<file path="src/rtl/rf_wr_arbiter.sv">
//==============================================================================
// Module   : rf_wr_arbiter
// Brief    : Two-requester register-file write arbiter with alternating tie
//            priority, one-cycle registered write port and grant counters.
// Revision : 1.0 - initial release
//==============================================================================
`default_nettype none

module rf_wr_arbiter #(
  parameter int WIDTH    = 21,
  parameter int ADDR_W   = 3,
  parameter bit ZERO_REG = 1'b0
) (
  input  logic              clk,
  input  logic              rst,
  input  logic              hold,
  input  logic              req0_valid,
  input  logic [ADDR_W-1:0] req0_addr,
  input  logic [WIDTH-1:0]  req0_data,
  output logic              req0_ready,
  input  logic              req1_valid,
  input  logic [ADDR_W-1:0] req1_addr,
  input  logic [WIDTH-1:0]  req1_data,
  output logic              req1_ready,
  output logic              wr_en,
  output logic [ADDR_W-1:0] wr_addr,
  output logic [WIDTH-1:0]  wr_data,
  output logic              wr_src,
  output logic [7:0]        gnt_cnt0,
  output logic [7:0]        gnt_cnt1
);

  typedef enum logic [0:0] {
    PRI0 = 1'b0,
    PRI1 = 1'b1
  } state_t;

  localparam logic [7:0] c_cnt_max = 8'hFF;

  state_t            r_state;
  state_t            w_state_nxt;
  logic              w_gnt0;
  logic              w_gnt1;
  logic              w_xfer;
  logic              w_issue;
  logic [ADDR_W-1:0] w_sel_addr;
  logic [WIDTH-1:0]  w_sel_data;

  // Grants are blocked while the reset input is asserted, so nothing can
  // transfer during reset even though ready is combinational.
  always_comb begin
    w_gnt0      = 1'b0;
    w_gnt1      = 1'b0;
    w_state_nxt = r_state;
    if (rst && !hold) begin
      if (req0_valid && (!req1_valid || (r_state == PRI0))) begin
        w_gnt0 = 1'b1;
      end else if (req1_valid) begin
        w_gnt1 = 1'b1;
      end
    end
    if (w_gnt0) begin
      w_state_nxt = PRI1;
    end else if (w_gnt1) begin
      w_state_nxt = PRI0;
    end
  end

  assign req0_ready = w_gnt0;
  assign req1_ready = w_gnt1;
  assign w_xfer     = w_gnt0 | w_gnt1;
  assign w_sel_addr = w_gnt1 ? req1_addr : req0_addr;
  assign w_sel_data = w_gnt1 ? req1_data : req0_data;
  // A write to register 0 is accepted but swallowed when it is hardwired.
  assign w_issue    = w_xfer && !(ZERO_REG && (w_sel_addr == '0));

  always_ff @(posedge clk or negedge rst) begin
    if (!rst) begin
      r_state <= PRI0;
    end else begin
      r_state <= w_state_nxt;
    end
  end

  always_ff @(posedge clk or negedge rst) begin
    if (!rst) begin
      wr_en   <= 1'b0;
      wr_addr <= '0;
      wr_data <= '0;
      wr_src  <= 1'b0;
    end else begin
      wr_en <= w_issue;
      if (w_issue) begin
        wr_addr <= w_sel_addr;
        wr_data <= w_sel_data;
        wr_src  <= w_gnt1;
      end
    end
  end

  always_ff @(posedge clk or negedge rst) begin
    if (!rst) begin
      gnt_cnt0 <= '0;
      gnt_cnt1 <= '0;
    end else begin
      if (w_gnt0 && (gnt_cnt0 != c_cnt_max)) begin
        gnt_cnt0 <= gnt_cnt0 + 8'd1;
      end
      if (w_gnt1 && (gnt_cnt1 != c_cnt_max)) begin
        gnt_cnt1 <= gnt_cnt1 + 8'd1;
      end
    end
  end

endmodule

`default_nettype wire

</file>
<file path="config.mk">
export PLATFORM = sky130hd
export DESIGN_NAME = rf_wr_arbiter
export DESIGN_NICKNAME = d
export VERILOG_FILES = /design/src/rtl/rf_wr_arbiter.sv
export SDC_FILE = /design/constraint.sdc
export NUM_CORES = 1
export LEC_CHECK = 0
export BUFFER_PORTS_ARGS = -buffer_cell sky130_fd_sc_hd__buf_2
export CORE_MARGIN = 10
export CORE_UTILIZATION = 48
export CTS_CLUSTER_SIZE = 14
export DETAILED_ROUTE_END_ITERATION = 7
export PLACE_DENSITY = 0.82
export SLEW_MARGIN = 10
export SYNTH_ARGS = -nofsm -noshare
export SYNTH_HDL_FRONTEND = slang
export SYNTH_SLANG_ARGS = --single-unit
</file>
<file path="constraint.sdc">
create_clock -name clk -period 4.7 [get_ports clk]
set_clock_uncertainty 0.1 [all_clocks]
set_input_delay 0.94 -clock clk [delete_from_list [all_inputs] [get_ports clk]]
set_output_delay 0.94 -clock clk [all_outputs]
set_load 0.02 [all_outputs]
</file>
==> reports/qor.yml <==
run_status:
  status: "finished, final reports clean"
timing:
  relSlewSlack: 0.3343
  slew_viol_final: 0
  period_share: 0.5963
  worst_pin_slew_ns: 0.9985
  fin_hold_ws_ns: 0.3752
  max_freq_mhz: 356.8
  rsz0062_at_grt: "no"
  hold_viol_final: 0
  fin_crit_ns: 2.803
  tns_ns: 0
  report.final.setup_viol: 0
  worst_slack_ns: 1.897
placement:
  placed_cell_area_um2: 2444
  io_buffers: 96
  placedCellCount: 329
  dp_slack_ns: 1.856
  gp_congestion: 0.8454
  dp_hpwl_um: 4039
route:
  vias: 1730
  drc: 0
  ant_nets: 0
  drt_first_pass_iters: 4
  drt_iter0_drc: 113
  wl_per_cell_um: 15.39
  wirelength_um: 5186
  via_per_inst: 5.134
worst_setup_path:
  worstPathRequired_ns: 3.66
  critPathLaunchType: "input pin"
  path_class: "input pin to output port"
  cp_max_fo: 15
  cp_cell_sequence: "buf_2 -> nand3b_1 -> a21oi_2 -> buf_2"
  critPathSlowestCell: "buf_2"
  cp-end-kind: "output port"
  path_buf_inv: 2
  cp_top_family: "buffers and inverters"
  cp_data_arrival_time_ns: 1.76
  crit_top_cell: "buf_2"
  cpPeakStageDelay_ns: 0.30
final_layout:
  drive_above_1_share: 0.3979
  stdcell_count: 337
  final_area_um2: 2580
  area_growth_pct: 35.48
  fill_cells: 306
  final_util: 0.6892
  final_nets: 343
  layout_common_cells: "buf_2 (96), nand2_1 (54), dfrtp_1 (43), a22oi_1 (24), nor2_1 (8)"
  layout_commonest_cell: "buf_2"
  diodes: 0
floorplan:
  coreArea_um2: 3744
  die_y_um: 82.99
  initial_core_util: 0.5087
  die_w_um: 82.99
  die-area_um2: 6887
  fp-row-count: 22
  ios: 97
clocking:
  post_cts.resized_instances: 0
  cts_tree: "yes"
  clock_sink_count: 43
  clkSlewWorstSetupHoldPaths_ns: 0.07
  holdBufCountCts: 0
  insertion_delay_ns: 0.29
  htreeDepth: 2
  post_cts_buffers: 0
  cts_max_path_buffers: 2
  cts_buffers: 5
  root_buffer: "clkbuf_8"
power_and_ir_drop:
  power.density_nw_per_um2: 470.4
  finalPower_mw: 1.214
  power.leakage_nw: 1.428
  ir_worst_vdd_v: 0.0003102
synth:
  synth_top_cell_area_share: 0.5650
  syn-cell-area_um2: 1904
  ys_types: 29
  syn_area_per_cell_um2: 10.02
  synth-seq-area-share: 0.5650
  yosysWarnings: 0
  syn_nets: 245
  synth_top_area_cell: "dfrtp_1"
  syn_inst: 190
  synth_seq_cells: 43
  synthTopCellsByArea: "dfrtp_1 (57%), nand2_1 (11%), a22oi_1 (9.5%)"
worst_hold_path:
  min_path_type: "register to register"
global_routing:
  antenna_found_initial: 0
  grt_max_degree: 33
  globalRouteOverflowTotal: 0
  grt_pass1_vias: 1805
  grtUsageTotal: 0.1421
  grt_pass1_wl_um: 8445
flow_run:
  drv_cap: 0
synthesized netlist by cell type:
library cell and n:
nand2_1 54, dfrtp_1 43, a22oi_1 24, nor2_1 8
nand3_1 7, xor2_1 7, inv_1 5, a21oi_1 4
buf_2 4, clkbuf_1 4, xnor2_1 4, nor3_1 3
and3_1 2, and4_1 2, ha_1 2, mux2_2 2
nand3b_1 2, nand4_1 2, a21boi_0 1, a221o_2 1
a31oi_1 1, and2_1 1, mux2_1 1, nand2b_1 1
nor2b_1 1, nor3_2 1, o2111ai_2 1, o21ai_0 1
o21ai_1 1
report_power, final:
part	switching [mW]	total [mW]	leakage (nW)	internal [mW]
sequential	0.0740	0.525	0.544	0.452
combinational	0.222	0.352	0.819	0.131
clock	0.124	0.336	0.0644	0.212
cells by family after synthesis:
| family | share of synthesized area |
|---|---|
| and+or+nand+nor | 0.1938 |
| DFF | 0.5650 |
| AOI/OAI and AO/OA | 0.1314 |
| buffers and inverters | 0.02825 |
| xor gates and xnor gates | 0.05059 |
| muxes | 0.01774 |
| adders and majority gates | 0.01314 |
cell type report:
cell class	count	area [µm²]	area share
Timing Repair Buffer	99	503.0	0.1950
Clock inverter	3	67.56	0.02619
Inverter	5	18.77	0.007275
Multi-Input combinational cell	134	785.8	0.3046
Sequential cell	43	1076	0.4171
Clock buffer	5	68.82	0.02667
Tap cell	48	60.06	0.02328
final timing paths:
check | startpoint | end | slack, ns | cells past startpoint
max | rst | req1_ready | 1.90 | 4
min | wr_data[2] | wr_data[2] | 0.38 | 2
max reg2reg | gnt_cnt1[0] | gnt_cnt1[5] | 2.88 | 5
min reg2reg | wr_data[2] | wr_data[2] | 0.38 | 2
max in group asynchronous | rst | wr_src | 3.36 | 2
min in group asynchronous | rst | wr_data[12] | 0.44 | 1
state kept, by name, indices dropped and copies added, names as in the netlist:
signal    flops
wr_addr       3
wr_src        1
wr_en         1
wr_data      21
gnt_cnt0      8
r_state       1
gnt_cnt1      8
routing by layer:
metal / vias to the layer above / part of all wire / track usage / wire length (µm)
li1: 849 / - / - / -
met1: 793 / 0.42 / 0.1677 / 2162
met2: 82 / 0.48 / 0.2228 / 2469
met3: 6 / 0.099 / 0.06445 / 516
met4: 0 / 0.0069 / 0.04923 / 36
met5: - / 0 / 0 / 0
tightest hold or removal path: cells and delay by family (launching register included):
kind	cells	cell delay, ns
flip-flops	1	0.34
AND/OR/NAND/NOR	2	0.11
Power figures use the tool's default switching activity.
